[config.mk]
export PLATFORM = sky130hd
export DESIGN_NAME = booth_mul_sequencer
export DESIGN_NICKNAME = d
export VERILOG_FILES = /design/src/rtl/booth_pkg.sv /design/src/rtl/booth_op_fifo.sv /design/src/rtl/booth_mul_sequencer.sv
export SDC_FILE = /design/constraint.sdc
export NUM_CORES = 1
export LEC_CHECK = 0
export BUFFER_PORTS_ARGS = -buffer_cell sky130_fd_sc_hd__buf_2
export CORE_MARGIN = 2
export CORE_UTILIZATION = 50
export DETAILED_ROUTE_END_ITERATION = 7
export MAX_ROUTING_LAYER = met4
export PLACE_DENSITY = 0.77
export SLEW_MARGIN = 20
export SYNTH_ARGS = -nofsm -noshare
export SYNTH_HDL_FRONTEND = slang
export SYNTH_SLANG_ARGS = --single-unit
[constraint.sdc]
create_clock -name clk -period 2.9 [get_ports clk]
set_input_delay 0.87 -clock clk [delete_from_list [all_inputs] [get_ports clk]]
set_output_delay 0.87 -clock clk [all_outputs]
set_load 0.01 [all_outputs]
[src/rtl/booth_pkg.sv]
// booth_pkg: shared width defaults, one-hot FSM states and product width helper
// for the Booth multiplier operand sequencer.
package booth_pkg;

  localparam int W_DEF = 8;

  typedef enum logic [4:0] {
    IDLE      = 5'b00001,
    ISSUE     = 5'b00010,
    WAIT_BUSY = 5'b00100,
    WAIT_DONE = 5'b01000,
    HOLD      = 5'b10000
  } state_t;

  function automatic int prod_w(input int w);
    return 2 * w;
  endfunction

endpackage

[src/rtl/booth_op_fifo.sv]
// booth_op_fifo: falling-edge synchronous FIFO holding packed operand pairs.
// Occupancy is tracked by a separate count register.
module booth_op_fifo #(
  parameter int DW    = 16,
  parameter int DEPTH = 4
) (
  input  logic          clk,
  input  logic          reset,
  input  logic          push,
  input  logic          pop,
  input  logic [DW-1:0] din,
  output logic [DW-1:0] dout,
  output logic          full,
  output logic          empty
);

  localparam int AW = $clog2(DEPTH);

  logic [DW-1:0] mem [DEPTH];
  logic [AW-1:0] wr_ptr;
  logic [AW-1:0] rd_ptr;
  logic [AW:0]   count;
  logic          do_push;
  logic          do_pop;

  assign full    = (count == (AW+1)'(DEPTH));
  assign empty   = (count == '0);
  assign do_push = push & ~full;
  assign do_pop  = pop & ~empty;
  assign dout    = mem[rd_ptr];

  always_ff @(negedge clk) begin
    if (do_push) mem[wr_ptr] <= din;
  end

  always_ff @(negedge clk or negedge reset) begin
    if (!reset) begin
      wr_ptr <= '0;
      rd_ptr <= '0;
      count  <= '0;
    end else begin
      if (do_push) wr_ptr <= wr_ptr + 1'b1;
      if (do_pop)  rd_ptr <= rd_ptr + 1'b1;
      case ({do_push, do_pop})
        2'b10:   count <= count + 1'b1;
        2'b01:   count <= count - 1'b1;
        default: count <= count;
      endcase
    end
  end

endmodule

[src/rtl/booth_mul_sequencer.sv]
// booth_mul_sequencer: buffers operand pairs, issues them to the Booth core one
// at a time, returns products in order. Zero bypass: BOOTH_SEQ_ZERO_BYPASS_EN.
module booth_mul_sequencer
  import booth_pkg::*;
#(
  parameter int W     = W_DEF,
  parameter int DEPTH = 4
) (
  input  logic           clk,
  input  logic           reset,
  input  logic           in_valid,
  output logic           in_ready,
  input  logic [W-1:0]   in_a,
  input  logic [W-1:0]   in_b,
  output logic           out_valid,
  input  logic           out_ready,
  output logic [2*W-1:0] out_product,
  output logic           mul_start,
  output logic [W-1:0]   mul_a,
  output logic [W-1:0]   mul_b,
  input  logic [2*W-1:0] mul_product,
  input  logic           mul_ready
);

  localparam int PW = prod_w(W);

  state_t        state;
  logic          full;
  logic          empty;
  logic          push;
  logic          pop;
  logic          go;
  logic [PW-1:0] head;
  logic [W-1:0]  head_a;
  logic [W-1:0]  head_b;

  assign head_a   = head[PW-1:W];
  assign head_b   = head[W-1:0];
  assign in_ready = reset & ~full;
  assign push     = in_valid & in_ready;

`ifdef BOOTH_SEQ_ZERO_BYPASS_EN
  logic head_zero;
  assign head_zero = (head_a == '0) || (head_b == '0);
  assign go        = mul_ready | head_zero;
`else
  assign go        = mul_ready;
`endif

  assign pop = (state == IDLE) & ~empty & go;

  booth_op_fifo #(
    .DW   (PW),
    .DEPTH(DEPTH)
  ) u_fifo (
    .clk  (clk),
    .reset(reset),
    .push (push),
    .pop  (pop),
    .din  ({in_a, in_b}),
    .dout (head),
    .full (full),
    .empty(empty)
  );

  always_ff @(negedge clk or negedge reset) begin
    if (!reset) begin
      state       <= IDLE;
      out_valid   <= 1'b0;
      out_product <= '0;
      mul_start   <= 1'b0;
      mul_a       <= '0;
      mul_b       <= '0;
    end else begin
      mul_start <= 1'b0;
      unique case (1'b1)
        (state == IDLE): begin
          if (pop) begin
`ifdef BOOTH_SEQ_ZERO_BYPASS_EN
            if (head_zero) begin
              out_product <= '0;
              out_valid   <= 1'b1;
              state       <= HOLD;
            end else begin
              mul_a     <= head_a;
              mul_b     <= head_b;
              mul_start <= 1'b1;
              state     <= ISSUE;
            end
`else
            mul_a     <= head_a;
            mul_b     <= head_b;
            mul_start <= 1'b1;
            state     <= ISSUE;
`endif
          end
        end
        (state == ISSUE): begin
          state <= WAIT_BUSY;
        end
        (state == WAIT_BUSY): begin
          if (!mul_ready) state <= WAIT_DONE;
        end
        (state == WAIT_DONE): begin
          if (mul_ready) begin
            out_product <= mul_product;
            out_valid   <= 1'b1;
            state       <= HOLD;
          end
        end
        (state == HOLD): begin
          if (out_ready) begin
            out_valid <= 1'b0;
            state     <= IDLE;
          end
        end
        default: state <= IDLE;
      endcase
    end
  end

endmodule

**Yosys cells after proc, flatten, opt, wreduce, memory -nomap -nowiden**

Memory sizes are Yosys's and may differ from the RTL's. A register that Yosys moved wholly into a read port is not among the register bits.
Index checks and enable logic that the tools add are counted.

- Register bits: 30
- RAM bits: 64
- Bits of input ports: 37
- Output and inout port bits: 35
- Logic and storage cells: 53
- Memories kept: 1

Memory list:

| name | words | width | read ports | clocked after memory_dff | write ports | RTL line | RTL |
|---|---|---|---|---|---|---|---|
| u_fifo.mem | 4 | 16 | 1 | 1 | 1 | booth_op_fifo.sv:19 | `logic [DW-1:0] mem [DEPTH];` |

- Add/sub/neg operators: 4
- Equal/unequal tests: 12
- Muxes and demuxes: 13
- Bitwise operators: 8
- Reduce and logical (&&, ||, !) cells: 8

Operators with widths:

| cell | number |
|---|---|
| $pmux 5 s5 | 1 |
| $mux 5 | 4 |
| $and 1x1->1 | 6 |
| $mux 1 | 6 |
| $ne 2x2->1 const B | 3 |
| $pmux 3 s2 | 1 |
| $eq 5x1->1 const B | 1 |
| $eq 5x2->1 const B | 1 |
| $eq 5x3->1 const B | 1 |
| $eq 5x4->1 const B | 1 |
| $eq 5x5->1 const B | 1 |
| $add 2x1->2 const B | 2 |
| $reduce_and 2->1 | 2 |
| $reduce_and 4->1 | 1 |
| $reduce_bool 2->1 | 2 |
| $add 3x1->3 const B | 1 |
| $eq 3x3->1 const B | 1 |
| $logic_not 3->1 | 1 |
| $reduce_and 3->1 | 1 |
| $sub 3x1->3 const B | 1 |
| $eq 2x1->1 const B | 1 |
| $eq 2x2->1 const B | 1 |
| $ne 2x1->1 const B | 1 |
| $not 1->1 | 2 |
| other kinds (2) | 2 |

**Depth between registers and ports, before layout**

Gate-level depths: netlist of the first run.

- Word-level depth: 7
- Depth in mapped cells: 10
- Gate-level depth less buffers: 10

**Hierarchy**

A second synthesis of the first run with hierarchy kept.

- Cells, all modules: 232
- Area, all modules: 4428.0 um2

Modules (own cells, without submodules):

| module | instances | cells each | area an instance (um2) | seq. area each (um2) |
|---|---|---|---|---|
| booth_op_fifo | 1 | 122 | 2778.9 | 2097.0 |
| booth_mul_sequencer | 1 | 110 | 1649.1 | 977.2 |

==> results of run 1 <==
-- what timing repair did --
| action | CTS | global route |
|---|---|---|
| gates resized for setup | 55 | 17 |
| buffers inserted | 24 | 15 |
| pin swaps | 6 | 2 |
| setup endpoints to repair | 139 | 139 |
| cloned | 10 | 0 |
-- cell families after synthesis --
kind of cell	after synthesis	share of synthesized area (%)
multiplexers	51	17.7
AO/OA/AOI/OAI	8	1.41
AND/OR/NAND/NOR	24	3.32
flip-flops	110	72.2
buffers and inverters	18	1.94
XOR/XNOR	7	1.44
adder cells (fa/ha/maj)	6	1.94
-- final timing paths --
check	slack [ns]	to	start	cells after the start
hold / removal	0.45	out_product[1]	out_product[1]	1
setup reg to reg	0.41	u_fifo.count[2]	state[0]	8
min in group asynchronous	1.95	out_product[13]	reset	2
hold reg to reg	0.45	out_product[1]	out_product[1]	1
max in group asynchronous	0.48	state[0]	reset	2
setup / recovery	-0.66	in_ready	u_fifo.count[1]	4
-- power breakdown --
part           leakage (uW)  switching [uW]  total, uW  internal (uW)
Combinational       0.00122             924       2410           1480
Clock              0.000446             783       1240            453
Sequential          0.00116             288       2380           2090
Total               0.00282            2000       6020           4030
-- cell usage in the layout (no fill, tap or decap), drive strengths merged, types with 4 or more instances in the layout --
cell type / count
and3: 5
buf: 130
clkbuf: 9
clkinv: 4
dfrtn: 45
edfxtp: 64
ha: 5
inv: 76
mux2: 34
mux4: 16
nand2: 4
nor2: 5
nor3: 4
xor2: 4
-- critical path, stage by stage (launching register included) --
cell and delay (ns):
dfrtn_1 0.44, inv_2 0.06, a31oi_4 0.18, buf_6 0.13, buf_6 0.09
-- through the flow --
stage | cells | setup TNS [ns]
after global routing | 531 | -41.04
after detailed placement | 410 | -65.81
after floorplan | 224 | -51.37
after CTS | 524 | -39.06
final | 531 | -37.28
after global placement | 410 | -64.56
-- layer usage --
metal / wire, um / GRT usage, % / vias up
met3: 484 / 3.76 / 20
met1: 3930 / 26.5 / 1365
met2: 4760 / 38.2 / 92
met5: 0 / - / -
li1: - / - / 1255
met4: 261 / 8.33 / 0
-- state kept, by name, summed over array words and instances, names as in the netlist --
name	flops
mul_b	8
state	5
u_fifo.wr_ptr	2
mul_a	8
out_valid	1
u_fifo.rd_ptr	2
mul_start	1
u_fifo.count	3
u_fifo.mem	64
out_product	16
-- cell usage after synthesis --
master	count
xnor2_1	3
edfxtp_1	64
dfrtn_1	45
o21bai_1	1
buf_4	1
and4b_1	1
and3_1	4
xor2_1	4
nand3_1	1
o22ai_1	1
clkbuf_1	4
and2_1	1
o2bb2ai_1	2
ha_1	5
buf_2	3
buf_6	1
o22a_1	1
o31ai_1	1
mux2_2	34
mux4_2	16
a31oi_1	2
nor4_1	1
nor3_1	3
fa_1	1
nand3b_1	1
nand2b_1	1
nor2_1	5
nor3_4	1
inv_1	9
dfstp_2	1
or4b_1	1
mux2i_1	1
nand2_1	4
-- area by class of cell --
cell class	instances	area, um2
clock buffers	9	124
fillers	462	2100
inverters	8	32.5
repair buffers	130	1120
well taps	105	131
flip-flops and latches	110	3070
clock inverters	72	317
multi-input cells	97	1310
==> results.json, run 1 <==
{
  "status": "finished, violations left",
  "violations": "negative setup slack",
  "dr_total_vias": 2732,
  "fin_skew_ns": 0.0800,
  "synth_top_area_share_pct": 45.2,
  "wl_per_cell_um": 17.8,
  "chipHeight_um": 96.3,
  "grt_pass1_vias": 2768,
  "synth.ff_latch_count": 110,
  "start_kind": "register",
  "cts_buffers": 9,
  "hold_slack_ns": 0.453,
  "slew_viol_final": 0,
  "vdd_drop_max_uv": 535,
  "worstSetupPathType": "reg2out",
  "area_delta_synth_final_pct": 43.7,
  "die_w_um": 96.3,
  "worst_pin_slew_ns": 0.810,
  "setup_viol": 136,
  "synth.yosys.seq_area_share_pct": 72.2,
  "syn_nets": 267,
  "synth-warning-count": 0,
  "hpwl_um": 4960,
  "cp_max_fo": 2,
  "max-slew-margin-rel_pct": 46.0,
  "antenna_found_initial": 0,
  "vias_per_cell": 5.15,
  "drtPass1Iterations": 7,
  "ctsRootBufferMaster": "clkbuf_8",
  "nets": 464,
  "clk_latency_ns": 0.42,
  "fin_util_pct": 74.4,
  "ant_nets": 0,
  "gp_congestion": 0.749,
  "std_cell_rows": 33,
  "drive_above_1_share_pct": 50.5,
  "final_cell_area_mm2": 0.00611,
  "required_ns": 2.03,
  "yosys.area.top_type": "edfxtp_1",
  "core_mm2": 0.00822,
  "drc": 0,
  "port_buffers": 71,
  "grt_usage_pct": 22.3,
  "path_clk_slew_ns": 0.08,
  "fin_ws_ns": -0.656,
  "rsz0062_at_grt": "yes",
  "diodes": 0,
  "grt_max_degree": 47,
  "synth_area_per_cell_um2": 19.0,
  "synth_cells": 224,
  "synthTopCellsByArea": "edfxtp_1, dfrtn_1, mux2_2, mux4_2, ha_1",
  "hold_viol_final": 0,
  "grt_pass1_wl_um": 14200,
  "clock_path_buffers": 2,
  "worstPathArrival_ns": 2.69,
  "hold_buffers": 0,
  "cts_tree": "yes",
  "wirelength_um": 9430,
  "power_uw": 6020,
  "htreeDepth": 3,
  "netlist_area_mm2": 0.00426,
  "worstHoldPathType": "reg2reg",
  "crit_path_end_kind": "output port",
  "cts.sink_count": 110,
  "dieArea_mm2": 0.00927,
  "start_util_pct": 51.8,
  "cap_viol_max_count": 0,
  "first_iter_violations": 123,
  "dpl_worst_slack_ns": -0.942,
  "powerDensity_mw_per_mm2": 985,
  "synth.distinct_cells": 33,
  "overflow": 0,
  "io_pins": 72,
  "post_dp_cell_area_mm2": 0.00501,
  "p_leak_uw": 0.00282
}
Note: power is estimated with default switching activity, not from simulation.
==> run 2: changes to the inputs <==
ABC_AREA = 1   (was default)
==> run 2 against run 1 <==
  * Setup slack improved by 0.073 ns
  * Die area is 3.8% higher
  * The flow still finishes with violations (negative setup slack)
  * Combinational power is essentially flat
  * Critical path depth fell by 1
==> results.json, run 2 <==
{
  "status": "finished, violations left",
  "violations": "negative setup slack",
  "ys.flop_type": "edfxtp_1",
  "power_uw": 5970,
  "antenna_found_initial": 0,
  "synth-warning-count": 0,
  "cp_max_fo": 2,
  "first_iter_violations": 183,
  "grt_pass1_wl_um": 15900,
  "grt_usage_pct": 21.6,
  "startpoint": "u_fifo.count[1]",
  "worstSetupPathType": "reg2out",
  "final_common_cell": "nand2_1",
  "hp-start": "out_product[8]",
  "drc": 0,
  "dpl_worst_slack_ns": -0.857,
  "wirelength_um": 9860,
  "yosysMostFrequentCell": "nand2_1",
  "worst_pin_slew_ns": 0.970,
  "dr_total_vias": 3426,
  "fin_skew_ns": 0.0930,
  "drive_above_1_share_pct": 31.6,
  "power_frac_clock_pct": 21.7,
  "diodes": 0,
  "start_kind": "register",
  "synth_edf_count": 64,
  "wl_per_cell_um": 14.3,
  "rsz0062_at_grt": "yes",
  "worstPathArrival_ns": 2.61,
  "synthTopCellsByArea": "edfxtp_1, dfrtn_1, nand2_1, o21ai_0, nor2_1",
  "area_delta_synth_final_pct": 35.5,
  "netlist_area_mm2": 0.00443,
  "regMostFlops": "u_fifo.mem",
  "largest_reg_flops": 64,
  "cts_tree": "yes",
  "worstHoldPathType": "reg2reg",
  "nets": 617,
  "synth_cells": 382,
  "hpwl_um": 5730,
  "cap_viol_max_count": 0,
  "cts.sink_count": 110,
  "required_ns": 2.03,
  "r2r-start": "u_fifo.count[1]",
  "gp_congestion": 0.798,
  "p_int_uw": 3640,
  "seqPwrFrac_pct": 38.5,
  "p_sw_uw": 2330,
  "htreeDepth": 3,
  "clk_latency_ns": 0.43,
  "fin_util_pct": 69.5,
  "crit_path_end_kind": "output port",
  "cts_buffers": 9,
  "synthTopCellsByCount": "nand2_1, edfxtp_1, dfrtn_1",
  "syn_nets": 425,
  "grt_pass1_vias": 3435,
  "p_comb_share_pct": 39.8,
  "grt_max_degree": 47,
  "port_buffers": 71,
  "p_leak_uw": 0.00295,
  "hold_viol_final": 0,
  "setup_viol": 104,
  "die_w_um": 98.1,
  "ant_nets": 0,
  "start_util_pct": 51.2,
  "slew_viol_final": 0,
  "overflow": 0,
  "r2r_end": "u_fifo.count[2]",
  "dieArea_mm2": 0.00962,
  "core_mm2": 0.00864,
  "fin_ws_ns": -0.583,
  "synth_area_per_cell_um2": 11.6,
  "hold_buffers": 0,
  "r2r_cells": 12,
  "max-slew-margin-rel_pct": 35.3,
  "switching_share_pct": 39.0,
  "final_cell_mix": "nand2_1, inv_1, buf_2",
  "ctsRootBufferMaster": "clkbuf_8",
  "hold_path_end": "out_product[8]",
  "std_cell_rows": 34,
  "fin_setup_tns_ns": -40.02,
  "synth_top_area_share_pct": 43.4,
  "vdd_drop_max_uv": 491,
  "fill_cells": 602,
  "vias_per_cell": 4.99,
  "largestRegisters": "u_fifo.mem: 64 flops, out_product: 16 flops",
  "synth.distinct_cells": 29,
  "yosys.area.top_type": "edfxtp_1",
  "async_flop_share_pct": 41.8,
  "r2r_slack_ns": 0.73,
  "chipHeight_um": 98.1,
  "io_pins": 72,
  "clock_path_buffers": 2,
  "powerDensity_mw_per_mm2": 995,
  "whs_path_depth": 2,
  "synth.ff_latch_count": 110,
  "path_clk_slew_ns": 0.07,
  "drtPass1Iterations": 5,
  "synth.yosys.seq_area_share_pct": 69.5
}
run 2: cell count changes after synthesis, moves of 15 or more:
| cell | delta |
|---|---|
| mux2_2 | -34 |
| mux4_2 | -16 |
| nand2_1 | +98 |
| nor2_1 | +39 |
| o22ai_1 | +15 |
| o21ai_0 | +36 |
run 2: cell families after synthesis:
| kind of cell | share of synthesized area, % |
|---|---|
| XOR/XNOR | 0.792 |
| adder cells (fa/ha/maj) | 1.87 |
| flip-flops | 69.5 |
| buffers and inverters | 3.73 |
| AND/OR/NAND/NOR | 17.4 |
| AO/OA/AOI/OAI | 6.73 |
run 2: power groups by stage:
stage          clock, uW  combinational [uW]  sequential, uW
4_1_cts             1300                2260            2290
3_5_place_dp         136                1970            2330
6_report            1290                2380            2300
2_1_floorplan        136                1160            2400
3_3_place_gp         136                1910            2310
5_1_grt             1450                2620            2330
run 2: repair_timing:
action                     CTS  global route
pin swaps                    3             7
gates cloned                 3             0
setup endpoints to repair  118           122
setup buffers               23            16
resized for setup           15            25
run 2: worst max path at each step:
stage / to / depth (start not counted)
3_5_place_dp: u_fifo.count[2] / 9
4_1_cts: in_ready / 3
2_1_floorplan: u_fifo.count[2] / 9
6_report: in_ready / 3
5_1_grt: in_ready / 3
3_3_place_gp: u_fifo.count[2] / 9
run 2: metal layers:
layer  vias to the layer above  GRT usage [%]  routed length, um
li1                       1664              -                  -
met1                      1642           26.4               4020
met2                       112           35.8               5190
met3                         8           5.30                557
met4                         0           6.09                 93
met5                         -              -                  0
run 2: worst max-delay path: stages, from the launching register on:
cell and delay (ns):
dfrtn_1 0.44, nor2_2 0.06, a21boi_4 0.19, buf_6 0.13
run 2: layout make-up:
| class | count | area, um2 | share of cell area [%] |
|---|---|---|---|
| Sequential cell | 110 | 3070 | 51.3 |
| Multi-Input combinational cell | 238 | 1280 | 21.3 |
| Timing Repair Buffer | 129 | 966 | 16.1 |
| Clock inverter | 70 | 302 | 5.03 |
| Clock buffer | 11 | 153 | 2.54 |
| Tap cell | 108 | 135 | 2.25 |
| Inverter | 21 | 90.1 | 1.50 |
run 2: metrics by stage:
| step | hold slack [ns] | instances | cell area, um2 |
|---|---|---|---|
| floorplan | 0.428 | 382 | 4490 |
| global placement | 0.410 | 571 | 5140 |
| finish | 0.419 | 687 | 6000 |
| global route | 0.441 | 687 | 6000 |
| CTS | 0.424 | 677 | 5910 |
| detailed placement | 0.418 | 571 | 5140 |
==> run 3: changes to the inputs <==
CORE_UTILIZATION = 51   (was 50)
MAX_ROUTING_LAYER = default   (was met4)
PLACE_DENSITY = 0.75   (was 0.77)
clock period = 4.4 ns   (was 2.9 ns; I/O delays follow)
==> run 3 against run 2 <==
  * The flow still finishes with violations (negative setup slack)
  * Sequential power shrank 34%
  * Setup slack gained 0.32 ns
  * Total power shrank 36%
  * Register-to-register slack gained 1.4 ns
  * Final cell count shrank 1.3%
  * Die area shrank 1.9%
  * Design area shrank 2.1%
  * Clock power shrank 36%
  * Sequential share of layout area grew 1.1 points
  * Via count shrank 1.4%
  * Combinational power shrank 37%
  * Largest power group is now sequential cells
==> results.json, run 3 (same netlist as run 2, synthesis figures left out) <==
{
  "wirelength_um": 9610,
  "overflow": 0,
  "r2r_end": "u_fifo.count[2]",
  "first_iter_violations": 193,
  "cts.sink_count": 110,
  "r2r_slack_ns": 2.16,
  "grt_usage_pct": 20.2,
  "powerDensity_mw_per_mm2": 654,
  "critPathTopFamily": "flip-flops",
  "chipHeight_um": 97.2,
  "r2r-start": "u_fifo.count[1]",
  "drc": 0,
  "cts_buffers": 9,
  "required_ns": 3.08,
  "nets": 611,
  "diodes": 0,
  "drtPass1Iterations": 4,
  "critPathBufInv": 1,
  "drive_above_1_share_pct": 30.4,
  "fin_util_pct": 70.8,
  "hp-start": "out_product[8]",
  "setup_viol": 49,
  "dr_total_vias": 3379,
  "largestRegisters": "u_fifo.mem: 64 flops, out_product: 16 flops",
  "fin_ws_ns": -0.265,
  "largest_reg_flops": 64,
  "worst_pin_slew_ns": 1.00,
  "worstHoldPathType": "reg2reg",
  "port_buffers": 71,
  "hold_viol_final": 0,
  "fill_cells": 605,
  "slowest_stage": "dfrtn_1",
  "ant_nets": 0,
  "io_pins": 72,
  "hpwl_um": 5760,
  "cts_tree": "yes",
  "grt_pass1_wl_um": 15300,
  "dieArea_mm2": 0.00944,
  "vias_per_cell": 4.98,
  "crit_chain": "nor2_2 > a21boi_4 > buf_6",
  "worstSetupPathType": "reg2out",
  "grt_max_degree": 47,
  "htreeDepth": 3,
  "wl_per_cell_um": 14.2,
  "hold_path_end": "out_product[8]",
  "fin_setup_tns_ns": -1.44,
  "power_uw": 3840,
  "core_mm2": 0.00830,
  "violations": "negative setup slack",
  "clk_latency_ns": 0.44,
  "regMostFlops": "u_fifo.mem",
  "ctsRootBufferMaster": "clkbuf_8",
  "p_leak_uw": 0.00290,
  "startpoint": "u_fifo.count[1]",
  "cp_slowest_stage_delay_ns": 0.44,
  "status": "finished, violations left",
  "grt_pass1_vias": 3408,
  "area_delta_synth_final_pct": 32.7,
  "final_cell_mix": "nand2_1, inv_1, buf_2",
  "whs_path_depth": 2,
  "die_w_um": 97.2,
  "max-slew-margin-rel_pct": 33.2,
  "start_util_pct": 53.3,
  "path_clk_slew_ns": 0.07,
  "worstPathArrival_ns": 3.34,
  "cp_max_fo": 2,
  "dpl_worst_slack_ns": -0.562,
  "rsz0062_at_grt": "yes",
  "clock_path_buffers": 2,
  "start_kind": "register",
  "final_common_cell": "nand2_1",
  "gp_congestion": 0.812,
  "slew_viol_final": 0,
  "std_cell_rows": 33,
  "vdd_drop_max_uv": 327,
  "fin_skew_ns": 0.0959,
  "r2r_cells": 12,
  "crit_path_end_kind": "output port",
  "cap_viol_max_count": 0,
  "antenna_found_initial": 0
}
-- run 3: tightest hold or removal path, cell delays in order, from the launching register on --
cell and delay [ns]:
dfrtn_1 0.42, nand2_1 0.05, nand2_1 0.05
-- run 3: worst max-delay path by stage --
stage	endpoint	cells past startpoint
floorplan	u_fifo.count[2]	9
global placement	u_fifo.count[2]	9
detailed placement	u_fifo.count[2]	9
CTS	in_ready	3
global route	in_ready	3
finish	in_ready	3
-- run 3: report_power, final --
| part | switching (uW) | internal, uW | leakage, uW |
|---|---|---|---|
| registers | 144 | 1370 | 0.00116 |
| logic | 850 | 654 | 0.00130 |
| clock network | 523 | 299 | 0.000448 |
| total | 1520 | 2330 | 0.00290 |
-- run 3: final cells by class --
cell class                 count  area, um2  share of cell area [%]
clock buffer                   9        124                    2.11
clock inverter                72        315                    5.37
inverter                      21       86.3                    1.47
multi-input combinational    238       1260                    21.5
sequential                   110       3070                    52.3
tap                          105        131                    2.24
timing repair buffer         123        877                    14.9
-- run 3: what timing repair did --
action / in CTS / in global routing
cloned: 0 / 2
pin swaps: 6 / 2
resized for setup: 7 / 8
buffers inserted: 19 / 13
hold buffers: 0 / 0
endpoints found under the setup margin: 36 / 74
-- run 3: metal layers --
layer / share of wire [%] / vias up / track usage (%)
met5: 0 / - / 0
met4: 2.0 / 0 / 8.67
met3: 6.2 / 20 / 4.96
met2: 51 / 119 / 34.3
met1: 41 / 1591 / 24.7
li1: - / 1649 / -
-- run 3: per-stage QoR --
stage / cell area [um2] / hold slack [ns] / cells
5_1_grt: 5870 / 0.455 / 678
3_5_place_dp: 5090 / 0.424 / 565
3_3_place_gp: 5090 / 0.410 / 565
4_1_cts: 5690 / 0.428 / 664
6_report: 5870 / 0.423 / 678
2_1_floorplan: 4480 / 0.428 / 382
